<file path="config.mk">
export PLATFORM = sky130hd
export DESIGN_NAME = spi_reg_responder
export DESIGN_NICKNAME = d
export VERILOG_FILES = /design/src/rtl/spi_reg_responder.sv
export SDC_FILE = /design/constraint.sdc
export NUM_CORES = 1
export LEC_CHECK = 0
export BUFFER_PORTS_ARGS = -buffer_cell sky130_fd_sc_hd__buf_2
export CORE_ASPECT_RATIO = 0.6
export CORE_MARGIN = 2
export CORE_UTILIZATION = 46
export DETAILED_ROUTE_END_ITERATION = 12
export PLACE_DENSITY_LB_ADDON = 0.08
export SYNTH_ARGS = -nofsm -noshare
export SYNTH_HDL_FRONTEND = slang
export SYNTH_SLANG_ARGS = --single-unit
</file>
<file path="constraint.sdc">
create_clock -name CLK -period 4.4 [get_ports CLK]
set_input_delay 0.44 -clock CLK [delete_from_list [all_inputs] [get_ports CLK]]
set_output_delay 0.44 -clock CLK [all_outputs]
set_load 0.005 [all_outputs]
</file>
<file path="src/rtl/spi_reg_responder.sv">
// SPI target exposing a 128-byte register space. The first byte of a frame
// is a command (bit 7 = read, bits 6:0 = start address); the following bytes
// are data, read or written with address auto-increment. All SPI inputs are
// synchronised to CLK, and edges are taken from the synchronised copies.
module spi_reg_responder #(
  parameter bit         CPOL   = 1'b0,
  parameter logic [7:0] STATUS = 8'h5A
) (
  input  logic       CLK,
  input  logic       nRESET,
  input  logic       SCK,
  input  logic       MOSI,
  input  logic       nSS,
  output logic       MISO,
  output logic       MISO_OE,
  output logic [6:0] REG_ADDR,
  output logic [7:0] REG_WDATA,
  output logic       REG_WE,
  output logic       REG_RE,
  input  logic [7:0] REG_RDATA
);

  localparam logic [1:0] ST_IDLE = 2'd0;
  localparam logic [1:0] ST_CMD  = 2'd1;
  localparam logic [1:0] ST_RD   = 2'd2;
  localparam logic [1:0] ST_WR   = 2'd3;

  // With CPOL=1 the clock is inverted so everything below sees mode 0.
  logic sck_in;
  assign sck_in = SCK ^ CPOL;

  logic sck_meta_q, sck_sync_q, sck_prev_q;
  logic mosi_meta_q, mosi_sync_q;
  logic nss_meta_q, nss_sync_q, nss_prev_q;

  // Two-flop synchronisers plus one history flop for edge detection.
  // nSS copies reset low so a select held low across reset is not taken
  // as a frame start; a fresh falling edge is required.
  always_ff @(posedge CLK or negedge nRESET) begin
    if (!nRESET) begin
      sck_meta_q  <= 1'b0;
      sck_sync_q  <= 1'b0;
      sck_prev_q  <= 1'b0;
      mosi_meta_q <= 1'b0;
      mosi_sync_q <= 1'b0;
      nss_meta_q  <= 1'b0;
      nss_sync_q  <= 1'b0;
      nss_prev_q  <= 1'b0;
    end else begin
      sck_meta_q  <= sck_in;
      sck_sync_q  <= sck_meta_q;
      sck_prev_q  <= sck_sync_q;
      mosi_meta_q <= MOSI;
      mosi_sync_q <= mosi_meta_q;
      nss_meta_q  <= nSS;
      nss_sync_q  <= nss_meta_q;
      nss_prev_q  <= nss_sync_q;
    end
  end

  logic sck_rise, sck_fall, nss_rise, nss_fall;
  assign sck_rise = sck_sync_q & ~sck_prev_q;
  assign sck_fall = ~sck_sync_q & sck_prev_q;
  assign nss_rise = nss_sync_q & ~nss_prev_q;
  assign nss_fall = ~nss_sync_q & nss_prev_q;

  logic [1:0] state_q, state_d;
  logic [2:0] bitcnt_q, bitcnt_d;
  logic [7:0] rx_q, rx_d;
  logic [7:0] tx_q, tx_d;
  logic       miso_q, miso_d;
  logic       oe_q, oe_d;
  logic [6:0] addr_q, addr_d;
  logic [7:0] wdata_q, wdata_d;
  logic       we_q, we_d;
  logic       re_q, re_d;
  logic       rdld_q, rdld_d;   // REG_RDATA is valid this cycle: load tx
  logic       bend_q, bend_d;   // next falling SCK closes a byte: no shift

  logic [7:0] byte_c;
  assign byte_c = {rx_q[6:0], mosi_sync_q};

  // Frame FSM, shift registers and register-bus strobes.
  always_comb begin
    state_d  = state_q;
    bitcnt_d = bitcnt_q;
    rx_d     = rx_q;
    tx_d     = tx_q;
    miso_d   = miso_q;
    oe_d     = oe_q;
    addr_d   = addr_q;
    wdata_d  = wdata_q;
    we_d     = 1'b0;
    re_d     = 1'b0;
    rdld_d   = re_q;
    bend_d   = bend_q;

    // A write strobe just issued advances the address one cycle later.
    if (we_q) addr_d = addr_q + 7'd1;
    if (rdld_q) tx_d = REG_RDATA;

    if (nss_rise) begin
      // End of frame or abort: a partial byte is simply dropped.
      state_d  = ST_IDLE;
      bitcnt_d = 3'd0;
      oe_d     = 1'b0;
      miso_d   = 1'b0;
      bend_d   = 1'b0;
    end else if (state_q == ST_IDLE) begin
      if (nss_fall) begin
        state_d  = ST_CMD;
        tx_d     = STATUS;
        bitcnt_d = 3'd0;
        oe_d     = 1'b1;
        miso_d   = STATUS[7];
        bend_d   = 1'b0;
      end
    end else if (sck_rise) begin
      rx_d     = byte_c;
      bitcnt_d = bitcnt_q + 3'd1;
      if (bitcnt_q == 3'd7) begin
        bend_d = 1'b1;
        case (state_q)
          ST_CMD: begin
            addr_d = byte_c[6:0];
            if (byte_c[7]) begin
              state_d = ST_RD;
              re_d    = 1'b1;
            end else begin
              state_d = ST_WR;
            end
          end
          ST_RD: begin
            addr_d = addr_q + 7'd1;
            re_d   = 1'b1;
          end
          default: begin
            wdata_d = byte_c;
            we_d    = 1'b1;
          end
        endcase
      end
    end else if (sck_fall) begin
      if (bend_q) begin
        miso_d = tx_q[7];
        bend_d = 1'b0;
      end else begin
        tx_d   = {tx_q[6:0], 1'b0};
        miso_d = tx_q[6];
      end
    end
  end

  // State registers; every output returns to zero on reset.
  always_ff @(posedge CLK or negedge nRESET) begin
    if (!nRESET) begin
      state_q  <= ST_IDLE;
      bitcnt_q <= 3'd0;
      rx_q     <= 8'd0;
      tx_q     <= 8'd0;
      miso_q   <= 1'b0;
      oe_q     <= 1'b0;
      addr_q   <= 7'd0;
      wdata_q  <= 8'd0;
      we_q     <= 1'b0;
      re_q     <= 1'b0;
      rdld_q   <= 1'b0;
      bend_q   <= 1'b0;
    end else begin
      state_q  <= state_d;
      bitcnt_q <= bitcnt_d;
      rx_q     <= rx_d;
      tx_q     <= tx_d;
      miso_q   <= miso_d;
      oe_q     <= oe_d;
      addr_q   <= addr_d;
      wdata_q  <= wdata_d;
      we_q     <= we_d;
      re_q     <= re_d;
      rdld_q   <= rdld_d;
      bend_q   <= bend_d;
    end
  end

  assign MISO      = miso_q;
  assign MISO_OE   = oe_q;
  assign REG_ADDR  = addr_q;
  assign REG_WDATA = wdata_q;
  assign REG_WE    = we_q;
  assign REG_RE    = re_q;

endmodule

</file>
# [Yosys cells after proc, flatten, opt, wreduce, memory -nomap -nowiden]
# Cells that the tools add are included.
[totals] out_inout_bits=19 inputBits=13 regBits=49 wordCells=104
[op_classes] addsub=2 n_eq_ne=6 muxes=49 reduce_logical=16 n_bitwise=11
[ops] op="$mux 8" n=7
[ops] op="$mux 7" n=5
[ops] op="$mux 1" n=25
[ops] op="$pmux 7 s2" n=1
[ops] op="$mux 2" n=6
[ops] op="$mux 3" n=4
[ops] op="$reduce_bool 3->1" n=4
[ops] op="$reduce_and 3->1" n=3
[ops] op="$add 7x1->7 const B" n=1
[ops] op="$not 1->1" n=7
[ops] op="$reduce_and 5->1" n=1
[ops] op="$and 1x1->1" n=4
[ops] op="$ne 4x1->1 const B" n=1
[ops] op="$reduce_and 2->1" n=2
[ops] op="$reduce_and 4->1" n=1
[ops] op="$reduce_bool 2->1" n=2
[ops] op="$reduce_bool 4->1" n=1
[ops] op="$add 3x1->3 const B" n=1
[ops] op="$eq 3x3->1 const B" n=1
[ops] op="$ne 3x1->1 const B" n=1
[ops] op="$ne 3x3->1 const B" n=1
[ops] op="$eq 2x1->1 const B" n=1
[ops] op="$eq 2x2->1 const B" n=1
[ops] op="$logic_not 2->1" n=1
[ops] op="2 further kinds" n=2

# [Logic depth before layout (Yosys ltp)]
[logic_depth] word_depth=7 depth_mapped=9 mapped_depth_nobuf=6

# [Worst setup path before layout]
# No wires, ideal clock.
[synth_timing] path_kind="register -> register" start="register state_q[0]" end="register tx_q[6]" setup_ps=127 period_less_slack_ps=1930 required_time_ps=4273 path_buffers=3 path_stages_with_launch=10 t_arrival_ps=1802 path_slack_ps=2470 cell_sequence="dfrtp_1 > inv_1 > ha_1 > buf_2 > or2_1 > buf_2 > or3_1 > buf_6 > mux2i_1 > a21oi_1"
[synth_via] elab_chain_len=3
[synth_rtl] element="start: declaration" line="67" source="logic [1:0] state_q, state_d;"
[synth_rtl] element="start signal: assignment" line="170" source="state_q <= state_d;"
[synth_rtl] element="$logic_not 2->1" line="109" source="end else if (state_q == ST_IDLE) begin"
[synth_rtl] element="$mux 8" line="109"
[synth_rtl] element="$mux 8" line="102" source="if (nss_rise) begin"
[synth_rtl] element="named net tx_d[6]" line="70" source="logic [7:0] tx_q, tx_d;"
[synth_rtl] element="end signal: assignment" line="173" source="tx_q <= tx_d;"
[synth_rtl] element="end: declaration" line="70"
# The timed path passes the listed nets, and every way through them passes these cells.
# A chain may end at the register's enable or synchronous reset.

# [Worst setup path in the final report]
[layout_timing] start="register state_q[0]" end="register addr_q[1], in the netlist REG_ADDR[1]"
[layout_via] elab_chain_len=6
[layout_rtl] element="$eq 2x2->1 or $eq 2x1->1 (tied branches)" line="123" source="case (state_q)"
[layout_rtl] element="$pmux 7 s2" line="123"
[layout_rtl] element="$mux 7" line="121" source="if (bitcnt_q == 3'd7) begin"
[layout_rtl] element="$mux 7" line="118" source="end else if (sck_rise) begin"
[layout_rtl] element="$mux 7 *" line="109"
[layout_rtl] element="$mux 7 *" line="102"
[layout_rtl] element="named net addr_d[1]" line="73" source="logic [6:0] addr_q, addr_d;"
[layout_rtl] element="end signal: assignment" line="176" source="addr_q <= addr_d;"
[layout_rtl] element="end: declaration" line="73"
# The timed path passes the listed nets; every way through them passes the cells marked *.

==> out/qor_table.md <==
| Group | Result | Value |
| --- | --- | --- |
| grt | Global Route Usage Sum | 0.192 |
| setup path | Worst setup slack for register-to-register paths | 2.26 ns |
| sta | Clock Skews | 0.00464 ns |
| yosys | Seq/Total Area, Yosys | 0.529 |
| grt | Pin count of the biggest net entering global routing | 50 |
| power and ir drop | Final total power | 1.17 mW |
| power and ir drop | Total power divided by cell area | 447 nW/µm² |
| routing | Total wire length after detailed routing | 4710 µm |
| setup path | Worst r2r path cells | 6 |
| power and ir drop | Comb power frac | 0.199 |
| sta | Slew Viols, Final | 0 |
| min path | Hold wc startpoint | nSS |
| place | Number of buffer cells added on primary ports | 31 |
| yosys | Post-synthesis async set-or-reset flop share | 1.00 |
| min path | Worst min-delay path category | in2reg |
| yosys | Cells after Synth | 219 |
| finish | Total Nets Final | 272 |
| yosys | Avg Inst Size Synth | 10.6 µm² |
| place | Sum of net half-perimeters after detailed placement | 3410 µm |
| power and ir drop | Power dissipated by switching net loads | 0.363 mW |
| floorplan | IO Count | 32 |
| floorplan | Initial Utilization | 0.493 |
| yosys | Post-synthesis share of cell area spent on xor and xnor gates | 0.00756 |
| sta | Setup tns final | 0 ns |
| yosys | Area fraction in and, or, nand and nor cells after synthesis | 0.141 |
| clocking | Clock edge transition at the registers on the reported setup and hold paths | 0.09 ns |
| clocking | Post-cts sizing count | 0 |
| outcome | Result of the run | finished clean |
| grt | Number of global-route vias before repair | 1569 |
| floorplan | Overall die height | 59.0 µm |
| yosys | Synth Area in Compound Gates | 0.119 |
| flow run | Number of max-cap violations | 0 |
| finish | Most frequent cells in the layout | 49 x dfrtp_1, 38 x nand2_1, 31 x buf_2 |
| power and ir drop | Share of power burned in the clock network | 0.286 |
| sta | Max-Slew Margin vs Limit | 0.275 |
| finish | Layout cell share with drive strength beyond 1 | 0.209 |
| clocking | Buffers inserted during post-CTS setup optimization | 0 |
| setup path | Start-to-end type of the worst setup path | reg2reg |
| clocking | TritonCTS Buffers | 5 |
| floorplan | Full die area | 5640 µm² |
| clocking | Clock tree from TritonCTS | yes |
| sta | Final count of negative-setup-slack endpoints | 0 |
| yosys | Flops & latches, synth | 49 |
| routing | DRT antenna net count | 0 |
| grt | First-pass GRT wire length | 8110 µm |
| routing | Total via count in the routed design | 1655 |
| floorplan | Cell row count | 19 |
| clocking | Insertion delay of the later-clocked pin in the worst-skew pair | 0.30 ns |
| finish | Final standard cell area without fillers | 2620 µm² |
| sta | Worst hold slack | 0.237 ns |
| power and ir drop | Power Internal | 0.807 mW |
| setup path | Endpoint kind of the worst setup timing path | flop |
| power and ir drop | Maximum ir drop on the vdd rail | 0.240 mV |
| min path | Hold worst-path end | nss_meta_q |
| place | Final estimated routing congestion in global placement | 0.778 |
| yosys | Yosys warning count | 0 |
| grt | Initial antenna violation count | 0 |
| yosys | Portion of netlist area occupied by mux cells | 0.105 |
| min path | Worst Hold Path Cells | 1 |
| setup path | Max FO, Critical Path | 10 |
| setup path | Reg2Reg Capture Point | REG_ADDR[1] |
| finish | Most common library cell in the layout ignoring fill and taps | dfrtp_1 |
| power and ir drop | Leakage Power | 1.35 nW |
| place | Cell area after placement | 2500 µm² |
| yosys | Synthesized net count | 243 |
| clocking | CTS max path bufs | 2 |
| setup path | Arrival time at the worst endpoint | 2.32 ns |
| yosys | Number of enable flip-flop cells after synthesis | 0 |
| yosys | Dominant combinational cell family by area after synthesis | simple AND/OR/NAND/NOR gates |
| power and ir drop | Net switching share of the total power | 0.310 |
| sta | Shortest clock period the worst path allows after layout | 2.14 ns |
| setup path | Launch instance of the worst register-to-register path | state_q[0] |
| finish | Diode count | 0 |
| yosys | Post-synth cell types | 40 |
| grt | Gr ovfl total | 0 |
| clocking | Hold_buf cts | 0 |
| sta | Setup repair after global routing missed its margin | false |
| yosys | Primary FF master, synth | dfrtp_1 |
| setup path | Startpoint types | flop |
| sta | Count of final hold-check violations | 0 |
| floorplan | DIE WIDTH | 95.7 µm |
| sta | Final critical-path share of the clock period | 0.487 |
| sta | Slew at the pin with the worst max-slew slack | 1.09 ns |
| routing | Number of remaining DRC errors | 0 |
| setup path | Critical path data required time | 4.58 ns |
| routing | Via-to-Cell Ratio | 5.30 |
| routing | DR pass1 iterations | 4 |
| sta | Fmax | 467 MHz |
| floorplan | Floorplan Core Area | 4710 µm² |
| finish | Layout overhead on the synthesized area | 13.0% |
| yosys | Cell area after technology mapping | 2320 µm² |
| routing | Wire length per cell | 15.1 µm |
| power and ir drop | Sequential share of power | 0.515 |
| clocking | Clock tree sinks | 49 |
| yosys | Adder-Cell Fraction of Synth Area | 0.0594 |
| clocking | H-tree depth reported by CTS | 2 |
| clocking | Buffer type at the clock tree root | clkbuf_8 |
| routing | Number of DRC violations after detailed-routing iteration 0 | 112 |
layout make-up:
class / instances / area [µm²]
fill: 414 / 2090
sequential: 49 / 1230
multi-input combinational: 151 / 1000
timing repair buffer: 31 / 155
clock buffer: 6 / 82.6
tap: 63 / 78.8
clock inverter: 2 / 37.5
inverter: 10 / 37.5
Yosys cell counts, types with 3 or more instances:
| library cell | n | area share |
|---|---|---|
| buf_2 | 3 | 0.0065 |
| nor2_1 | 12 | 0.019 |
| ha_1 | 11 | 0.059 |
| nand3_1 | 6 | 0.013 |
| inv_1 | 10 | 0.016 |
| a211oi_1 | 3 | 0.0097 |
| dfrtp_1 | 49 | 0.53 |
| o21ai_0 | 10 | 0.022 |
| a22o_1 | 3 | 0.011 |
| a21oi_1 | 12 | 0.026 |
| clkbuf_1 | 4 | 0.0065 |
| nand2_1 | 38 | 0.062 |
| mux2i_1 | 12 | 0.052 |
| mux2_2 | 11 | 0.053 |
power by group through the flow:
stage	combinational [mW]	clock [mW]	sequential [mW]
2_1_floorplan	0.183	0	0.580
3_3_place_gp	0.229	0	0.609
3_5_place_dp	0.234	0	0.608
4_1_cts	0.235	0.343	0.600
5_1_grt	0.270	0.365	0.612
6_report	0.233	0.335	0.602
routing by layer:
layer | global-route usage | routed length [µm] | vias to the layer above
li1 | - | - | 829
met1 | 0.329 | 2660 | 785
met2 | 0.221 | 1710 | 34
met3 | 0.0573 | 279 | 7
met4 | 0.0551 | 60 | 0
met5 | 0 | 0 | -
logic make-up (layout without fill, tap and decap cells):
family / Yosys count / in the layout
compound gates: 43 / 43
xor+xnor: 2 / 2
fa+ha+maj: 11 / 11
buf+inv: 19 / 49
flops: 49 / 49
mux: 23 / 23
simple gates: 72 / 72
stage by stage:
stage | setup slack (ns) | util | cells
after floorplan | 2.47 | - | 219
after global placement | 2.38 | 0.531 | 304
after detailed placement | 2.29 | 0.531 | 304
after CTS | 2.27 | 0.557 | 312
after global routing | 2.03 | 0.557 | 312
final | 2.26 | 0.557 | 312
worst max-delay path: stages (launching register included):
cell and delay (ns):
dfrtp_1 0.43, inv_1 0.09, ha_1 0.31, nor2_1 0.46, and3_1 0.35, mux2i_1 0.25, o21ai_0 0.12
sequential cells by signal, indices dropped and copies added, names as in the netlist:
| name | flops |
|---|---|
| rdld_q | 1 |
| MISO_OE | 1 |
| REG_ADDR | 7 |
| nss_prev_q | 1 |
| tx_q | 8 |
| nss_sync_q | 1 |
| bitcnt_q | 3 |
| nss_meta_q | 1 |
| REG_RE | 1 |
| sck_sync_q | 1 |
| REG_WE | 1 |
| sck_meta_q | 1 |
| REG_WDATA | 8 |
| MISO | 1 |
| mosi_meta_q | 1 |
| bend_q | 1 |
| rx_q | 7 |
| sck_prev_q | 1 |
| state_q | 2 |
| mosi_sync_q | 1 |
how the worst max path moves through the flow:
stage                    start  cells past startpoint     endpoint  slack, ns
finish              state_q[0]                      6  REG_ADDR[1]       2.26
floorplan           state_q[0]                      9      tx_q[6]       2.47
CTS                 state_q[0]                      6      tx_q[1]       2.27
global placement    state_q[0]                      6      tx_q[4]       2.38
global route        state_q[0]                      6  REG_ADDR[1]       2.03
detailed placement  state_q[0]                      6      tx_q[4]       2.29
Power figures use the tool's default switching activity.
